===== config.mk =====
export PLATFORM = sky130hd
export DESIGN_NAME = shift_sched
export DESIGN_NICKNAME = d
export VERILOG_FILES = /design/src/rtl/shift_pkg.sv /design/src/rtl/rr_arb2.sv /design/src/rtl/shift_sched.sv
export SDC_FILE = /design/constraint.sdc
export NUM_CORES = 1
export LEC_CHECK = 0
export CAP_MARGIN = 15
export CORE_AREA = 2 2 70 72
export CTS_BUF_LIST = sky130_fd_sc_hd__clkbuf_2
export DETAILED_ROUTE_END_ITERATION = 6
export DIE_AREA = 0 0 72 74
export PLACE_DENSITY_LB_ADDON = 0.3
export SYNTH_ARGS = -nofsm -noshare
export SYNTH_HDL_FRONTEND = slang
export SYNTH_HIERARCHICAL = 1
export SYNTH_SLANG_ARGS = --single-unit

===== constraint.sdc =====
create_clock -name clk -period 1.9 [get_ports clk]
set_clock_uncertainty 0.15 [all_clocks]
set_input_delay 0.475 -clock clk [delete_from_list [all_inputs] [get_ports clk]]
set_output_delay 0.475 -clock clk [all_outputs]
set_load 0.1 [all_outputs]

===== src/rtl/shift_pkg.sv =====
// rtl/shift_pkg.sv - shared FSM encoding and default widths for the shift scheduler
package shift_pkg;

    localparam int DEF_WIDTH = 4;
    localparam int DEF_CNT_W = 3;

    typedef enum logic [1:0] {
        S_IDLE  = 2'd0,
        S_LOAD  = 2'd1,
        S_SHIFT = 2'd2,
        S_DONE  = 2'd3
    } state_t;

endpackage


===== src/rtl/rr_arb2.sv =====
// rtl/rr_arb2.sv - combinational two-way round-robin arbiter
module rr_arb2 (
    input  logic [1:0] req,
    input  logic       last,
    output logic [1:0] grant
);

    // On a tie the requester that was not served last wins.
    always_comb begin
        grant    = 2'b00;
        grant[0] = req[0] & (~req[1] | last);
        grant[1] = req[1] & (~req[0] | ~last);
    end

endmodule


===== src/rtl/shift_sched.sv =====
// rtl/shift_sched.sv - shares one shift unit between two requesters with round-robin arbitration
module shift_sched
    import shift_pkg::*;
#(
    parameter int WIDTH = DEF_WIDTH,
    parameter int CNT_W = DEF_CNT_W
) (
    input  logic             clk,
    input  logic             rst,
    input  logic             req0_valid,
    input  logic [WIDTH-1:0] req0_val,
    input  logic [CNT_W-1:0] req0_cnt,
    output logic             req0_ready,
    input  logic             req1_valid,
    input  logic [WIDTH-1:0] req1_val,
    input  logic [CNT_W-1:0] req1_cnt,
    output logic             req1_ready,
    output logic             sh_load,
    output logic [WIDTH-1:0] sh_val,
    output logic             sh_en,
    input  logic [WIDTH-1:0] sh_q,
    output logic             rsp_valid,
    output logic             rsp_id,
    output logic [WIDTH-1:0] rsp_data,
    input  logic             rsp_ready
);

    localparam logic [CNT_W-1:0] CNT_ONE = CNT_W'(1);

    state_t           state;
    logic             last;
    logic             cap_id;
    logic [CNT_W-1:0] cap_cnt;
    logic [CNT_W-1:0] down;
    logic             first;
    logic [WIDTH-1:0] held;
    logic [1:0]       grant;

    rr_arb2 u_arb (
        .req   ({req1_valid, req0_valid}),
        .last  (last),
        .grant (grant)
    );

    assign req0_ready = (state == S_IDLE) & ~rst & grant[0];
    assign req1_ready = (state == S_IDLE) & ~rst & grant[1];

    // The final shift lands on the same edge that enters DONE, so the first
    // DONE cycle passes sh_q through and later cycles use the held copy.
    always_comb begin
        rsp_data = '0;
        if (rsp_valid) begin
            rsp_data = first ? sh_q : held;
        end
    end

    always_ff @(posedge clk or posedge rst) begin
        if (rst) begin
            state     <= S_IDLE;
            last      <= 1'b1;
            cap_id    <= 1'b0;
            cap_cnt   <= '0;
            down      <= '0;
            first     <= 1'b0;
            held      <= '0;
            sh_load   <= 1'b0;
            sh_val    <= '0;
            sh_en     <= 1'b0;
            rsp_valid <= 1'b0;
            rsp_id    <= 1'b0;
        end else begin
            case (state)
                S_IDLE: begin
                    if (|grant) begin
                        cap_id  <= grant[1];
                        cap_cnt <= grant[1] ? req1_cnt : req0_cnt;
                        sh_val  <= grant[1] ? req1_val : req0_val;
                        sh_load <= 1'b1;
                        state   <= S_LOAD;
                    end
                end
                S_LOAD: begin
                    sh_load <= 1'b0;
                    if (cap_cnt != '0) begin
                        sh_en <= 1'b1;
                        down  <= cap_cnt;
                        state <= S_SHIFT;
                    end else begin
                        rsp_valid <= 1'b1;
                        rsp_id    <= cap_id;
                        first     <= 1'b1;
                        state     <= S_DONE;
                    end
                end
                S_SHIFT: begin
                    if (down == CNT_ONE) begin
                        sh_en     <= 1'b0;
                        rsp_valid <= 1'b1;
                        rsp_id    <= cap_id;
                        first     <= 1'b1;
                        state     <= S_DONE;
                    end else begin
                        down <= down - CNT_ONE;
                    end
                end
                S_DONE: begin
                    first <= 1'b0;
                    if (first) begin
                        held <= sh_q;
                    end
                    if (rsp_ready) begin
                        rsp_valid <= 1'b0;
                        rsp_id    <= 1'b0;
                        last      <= cap_id;
                        state     <= S_IDLE;
                    end
                end
                default: state <= S_IDLE;
            endcase
        end
    end

endmodule

# Word-level counts from Yosys, hierarchy flattened

Cells that the tools add are included.

Register bits: 23
Input port bits: 23
Output and inout port bits: 14
Logic and storage cells: 73

Add/subtract/negate cells: 1
Equal/unequal tests: 10
Multiplexer cells: 25
Bitwise gates (word level): 11
Reductions and logical operators: 14

Operators by type and width:

| cell                  | count |
|---|---|
| $mux W4               | 3 |
| $reduce_and A3 Y1     | 4 |
| $ne A2 B2 Y1 const B  | 5 |
| $mux W1               | 9 |
| $mux W3               | 3 |
| $pmux W1 S3           | 3 |
| $pmux W2 S4           | 1 |
| $mux W2               | 3 |
| $pmux W3 S2           | 1 |
| $reduce_and A2 Y1     | 3 |
| $reduce_bool A3 Y1    | 2 |
| $and A1 B1 Y1         | 5 |
| $eq A2 B2 Y1 const B  | 2 |
| $not A1 Y1            | 4 |
| $pmux W1 S2           | 2 |
| $reduce_and A4 Y1     | 1 |
| $reduce_bool A2 Y1    | 2 |
| $eq A3 B1 Y1 const B  | 1 |
| $sub A3 B1 Y3 const B | 1 |
| $eq A2 B1 Y1 const B  | 1 |
| $logic_not A2 Y1      | 1 |
| $ne A2 B1 Y1 const B  | 1 |
| $or A1 B1 Y1          | 2 |
| $reduce_or A2 Y1      | 1 |

# Logic depth before layout (Yosys ltp)

Gate-level depths: netlist of run 1.

Depth in word-level cells: 6
Mapped depth: 7
Depth with buffers taken out: 6

# Hierarchy

The synthesis of run 1 kept the hierarchy.

By module, submodules not included:

| module      | times used | cells an instance | area each (um^2) | seq. area each (um^2) |
|---|---|---|---|---|
| shift_sched | 1          | 130               | 1,311.3          | 576.8 |
| rr_arb2     | 1          | 3                 | 18.8             | 0.0 |

# Worst setup path after synthesis of run 1

Ideal clock, no wire load.

Path kind: reg-to-output
From: register rsp_valid
To: output rsp_data[0]
Data arrival time: 2,391 ps
Required time: 1,275 ps
Setup slack: -1,116 ps
Stages on the path, launching flop included: 2
Path buffers: 0
Cell sequence: dfrtp_1 > nor2b_1

Longest elaborated chain between the ends: 1

RTL lines:

| item                     | line              | source |
|---|---|---|
| start: declaration       | shift_sched.sv:22 | `output logic rsp_valid,` |
| start signal: assignment | shift_sched.sv:69 | `rsp_valid <= 1'b0;` |
| start signal: assignment | shift_sched.sv:89 | `rsp_valid <= 1'b1;` |
| start signal: assignment | shift_sched.sv:98 | `rsp_valid <= 1'b1;` |
| $mux W4                  | shift_sched.sv:52 | `if (rsp_valid) begin` |
| end: declaration         | shift_sched.sv:24 | `output logic [WIDTH-1:0] rsp_data,` |

No other way between the ends.

# Worst setup path after layout of run 1

From: register last
To: output req0_ready

Longest elaborated chain between the ends: 3

RTL lines:

| item                     | line               | source |
|---|---|---|
| start: declaration       | shift_sched.sv:31  | `logic last;` |
| start signal: assignment | shift_sched.sv:114 | `last <= cap_id;` |
| $or A1 B1 Y1             | rr_arb2.sv:11      | `grant[0] = req[0] & (~req[1] \| last);` |
| $and A1 B1 Y1            | rr_arb2.sv:11      |  |
| net grant[0]             | shift_sched.sv:37  | `logic [1:0] grant;` |
| $and A1 B1 Y1            | shift_sched.sv:45  | `assign req0_ready = (state == S_IDLE) & ~rst & grant[0];` |
| end: declaration         | shift_sched.sv:13  | `output logic req0_ready,` |

The timed path passes the listed nets, and every way through them passes these cells.

==> flow_summary.yaml, run 1 <==
status:
  status: "finished, violations left"
  violations: "setup timing"
final_layout:
  synthToLayoutAreaGrowth_pct: 64.6
  fin_nets: 220
  fin_area_um2: 2190
  num_antenna_cells: 0
  drive_above_1_share: 0.404
  nFillCells: 424
logic_synthesis:
  synth_top_cells_by_area: "dfrtp_1, ha_1, mux2i_1"
  syn_inst: 133
  synth_area_um2: 1330
  synth_top_area_share: 0.414
  yosysWarnings: 6
  synth_cell_types: 37
  yosysSeqAreaShare: 0.434
  syn_avg_cell_area_um2: 10.0
  synth_fp_nets: 164
  yosys_register_bits: 23
  yosysTopAreaCell: "dfrtp_1"
floorplan:
  dieHeight_um: 74
  initial_utilization: 0.289
  die_w_um: 72
  design.die.area_um2: 5330
  core-area_um2: 4600
  rows: 25
  io_pins: 37
routing:
  ant_nets: 0
  wirelength_um: 3000
  vias: 1155
  drt_iter0_drc: 31
  routed_via_density: 4.77
  dr.pass1.iters: 4
  wl_per_cell_um: 12.4
  drcViolationCount: 0
grt:
  grt_pass1_wl_um: 5400
  grt_pass1_vias: 1221
  overflow: 0
  grt_use_total: 0.126
  grt_start_max_net_pins: 24
  grt_antenna_before_repair: 0
timing:
  period_share: 1.12
  grt_setup_unrepaired: "yes"
  finalSetupViolCount: 6
  slew_headroom: 0.819
  finalHoldViolCount: 0
  slew_viol_final: 0
  finalCriticalPeriod_ns: 2.13
  layout_setup_ws_ns: -0.230
  tightest_slew_ns: 0.268
  fmax_ghz: 0.469
placed_design:
  place_congestion: 0.777
  place_hpwl_um: 2380
  io_buffers: 36
  dpl-instance-area_um2: 2080
min_path:
  hp-class: "input pin to flip-flop"
cts:
  postCtsHoldBufs: 0
  root_buffer: "clkbuf_2"
  clkSinkCount: 23
  clk_latency_ns: 0.32
  htreeDepth: 1
  cts_buffer_depth: 2
  clk_transition_reported_paths_ns: 0.21
  cts_made_buffers: 3
  cts_tree: "built"
critical_path:
  worstPathMaxFanout: 2
  end_kind: "output port"
  critPathLaunchType: "flip-flop"
  cp.arrival_ns: 1.50
  critPathKind: "flip-flop to output port"
  critPathRequiredTime_ns: 1.27
job:
  drv_cap: 0
-- cells by family after synthesis --
kind of cell	count (synthesis)	share of synthesized area
simple gates	44	0.176
compound gates	29	0.156
flops	23	0.434
buf+inv	15	0.0442
mux	14	0.115
fa+ha+maj	8	0.0753
-- layer usage --
| metal | share of wire | routed length (um) | GRT usage |
|---|---|---|---|
| met1 | 0.41 | 1240 | 0.145 |
| met2 | 0.52 | 1560 | 0.231 |
| met3 | 0.063 | 189 | 0.0285 |
| met4 | 0.0037 | 11 | 0.0398 |
| met5 | 0 | 0 | 0 |
-- final timing paths --
path	startpoint	endpoint	slack (ns)	depth (start not counted)
hold / removal	sh_q[0]	held[0]	0.39	2
hold reg to reg	down[1]	down[1]	0.39	1
min in group asynchronous	rst	first	0.46	3
setup / recovery	last	req0_ready	-0.23	6
max in group asynchronous	rst	last	0.92	3
setup reg to reg	last	state[1]	0.08	8
-- layout by cell type (no fill, tap or decap), types with 2 or more instances in the layout --
cell	netlist	routed
inv_2	0	3
o2bb2ai_1	2	2
o21ai_0	3	3
a22o_1	6	6
clkbuf_2	0	3
mux2i_2	0	4
nand3_1	4	4
nor3_1	2	2
a21oi_1	4	4
nor2_4	0	3
nor2b_4	0	4
mux2_2	5	5
clkdlybuf4s50_1	0	19
nand2_4	0	2
dfrtp_1	22	20
nand2_1	16	14
buf_12	0	15
o22ai_1	4	4
o22a_1	2	2
nor2b_1	6	2
nand2b_1	2	2
buf_4	0	20
ha_1	8	6
inv_1	9	6
dlygate4sd2_1	0	3
nor2_1	7	4
mux2i_1	7	3
-- area by class of cell --
cell class	instances	area (um2)	area share
tap	54	67.6	0.0309
inverter	9	33.8	0.0154
clock buffer	3	15.0	0.00686
timing repair buffer	57	667	0.305
multi-input combinational	95	820	0.374
sequential	23	582	0.266
clock inverter	1	5.00	0.00229
-- metrics by stage --
step / setup WS [ns] / hold WS, ns / util / std cells / TNS [ns]
2_1_floorplan: -0.121 / 0.304 / - / 133 / -0.236
3_3_place_gp: -0.366 / 0.339 / 0.452 / 234 / -3.33
3_5_place_dp: -0.387 / 0.342 / 0.452 / 234 / -3.55
4_1_cts: -0.268 / 0.368 / 0.469 / 241 / -0.996
5_1_grt: -0.359 / 0.353 / 0.476 / 242 / -1.33
6_report: -0.230 / 0.389 / 0.476 / 242 / -0.807
-- sequential cells by signal (all words and copies together) (netlist names), 2 cells and up --
| signal | cells |
|---|---|
| sh_val | 4 |
| held | 4 |
| cap_cnt | 3 |
| state | 2 |
| down | 3 |
-- cells in the mapped netlist (all sizes together) --
cell,instances
o22a,2
o21ai,4
a21boi,2
o21bai,1
and2,1
nand2b,2
and3,1
nor4b,2
clkbuf,4
a31oi,1
dfstp,1
nand2,17
mux2,7
nand3,5
inv,9
mux2i,7
a21oi,4
o31a,1
a22o,7
dfrtp,22
ha,8
o22ai,4
o2bb2ai,2
nor3,2
nor2,8
o211ai,1
buf,2
nor2b,6
-- critical path: stages, from the launching register on --
cell and delay (ns):
dfstp_2 0.59, inv_2 0.04, a21boi_2 0.11, buf_4 0.13, nand2_4 0.05, nor2_4 0.09
buf_12 0.18
-- what timing repair did --
action,4_1_cts,5_1_grt
setup endpoints to repair,6,15
setup buffers,3,2
resized for setup,17,4
pin swaps,2,3
Power of run 1 is left out: the tool's default activity adds up to more than one toggle a clock period on the data nets, which glitch-free logic cannot reach.
==> run 2: changes to the inputs <==
Settings changed: CTS_BUF_LIST sky130_fd_sc_hd__clkbuf_2 to sky130_fd_sc_hd__clkbuf_8.
==> flow_summary.yaml, run 2 (same netlist as run 1, synthesis figures left out) <==
final_layout:
  fin_nets: 222
  synthToLayoutAreaGrowth_pct: 67.6
  layout_common_cells: "dfrtp_1, buf_4, clkdlybuf4s50_1, buf_12, nand2_1"
  utilization: 0.485
  largest_registers: "held: 4 flops, sh_val: 4 flops"
  instances_no_fill: 244
  drive_above_1_share: 0.432
  num_antenna_cells: 0
critical_path:
  critPathBufInv: 3
  end_kind: "output port"
  worstSetupEndpoint: "req0_ready"
  reg2reg_depth: 9
  critPathRequiredTime_ns: 1.27
  critPathSlowestCell: "dfstp_2"
  reg2reg_from: "last"
  critPathKind: "flip-flop to output port"
  path_cells: "inv_2, a21boi_2, buf_4, nand2_4, nor2_4, buf_12"
  cp_num_cells: 6
  cp.arrival_ns: 1.43
  cp_top_family: "flip-flops"
  r2r-end: "state[1]"
  worstSetupStartpoint: "last"
  worst_path_largest_cell_delay_ns: 0.55
  critPathLaunchType: "flip-flop"
  worstPathMaxFanout: 2
  regToRegSetupSlack_ns: 0.02
floorplan:
  design.die.area_um2: 5330
  die_w_um: 72
  rows: 25
  io_pins: 37
  dieHeight_um: 74
  core-area_um2: 4600
  initial_utilization: 0.289
placed_design:
  place_hpwl_um: 2380
  place_congestion: 0.777
  io_buffers: 36
  dp_cells: 234
grt:
  grt_use_total: 0.129
  grt_pass1_wl_um: 5500
  grt_start_max_net_pins: 24
  overflow: 0
  grt_antenna_before_repair: 0
  grt_pass1_vias: 1215
timing:
  layout_setup_ws_ns: -0.157
  fmax_ghz: 0.486
  period_share: 1.08
  slew_headroom: 0.833
  finalCriticalPeriod_ns: 2.06
  tightest_slew_ns: 0.247
  tns_ns: -0.277
  slew_viol_final: 0
  finalSetupViolCount: 2
  grt_setup_unrepaired: "yes"
  finalHoldViolCount: 0
cts:
  clkSinkCount: 23
  clk_latency_ns: 0.26
  htreeDepth: 1
  cts_made_buffers: 3
  clk_transition_reported_paths_ns: 0.08
  root_buffer: "clkbuf_8"
  cts_tree: "built"
  postCtsHoldBufs: 0
  cts_buffer_depth: 2
routing:
  vias: 1159
  wl_per_cell_um: 13.1
  ant_nets: 0
  dr.pass1.iters: 4
  drt_iter0_drc: 38
  drcViolationCount: 0
  wirelength_um: 3190
  routed_via_density: 4.75
status:
  status: "finished, violations left"
  violations: "setup timing"
job:
  drv_cap: 0
min_path:
  hp-class: "flip-flop to flip-flop"
## run 2: cell type report
type	count	area (um2)
Tap cell	54	67.6
Inverter	9	33.8
Fill cell	419	2370
Multi-Input combinational cell	95	818
Timing Repair Buffer	59	682
Clock buffer	3	41.3
Sequential cell	23	582
Clock inverter	1	5.00
## run 2: repair_timing
item,CTS,global route
gates resized for setup,19,11
buffers inserted,3,3
endpoints found under the setup margin,8,12
pin swaps,2,0
## run 2: worst min-delay path by stage
stage            start      end  cells past startpoint
2_1_floorplan   cap_id   cap_id                      2
3_5_place_dp   held[3]  held[3]                      1
4_1_cts        down[1]  down[1]                      1
6_report       down[1]  down[1]                      1
5_1_grt        held[0]  held[0]                      1
3_3_place_gp   held[1]  held[1]                      1
## run 2: per-stage QoR
stage                     worst slack [ns]  area, um2  hold WS, ns
after floorplan                     -0.121       1410        0.304
after global placement              -0.366       2080        0.339
after detailed placement            -0.387       2080        0.342
after CTS                           -0.149       2180        0.370
after global routing                -0.214       2230        0.403
final                               -0.157       2230        0.366
## run 2: routing by layer
layer | routed length (um) | vias up | track usage
met5 | 0 | - | 0
met4 | 25 | 0 | 0.0461
met3 | 204 | 4 | 0.0285
met2 | 1660 | 39 | 0.239
met1 | 1300 | 538 | 0.147
li1 | - | 578 | -
Power of run 2 is left out for the same reason.
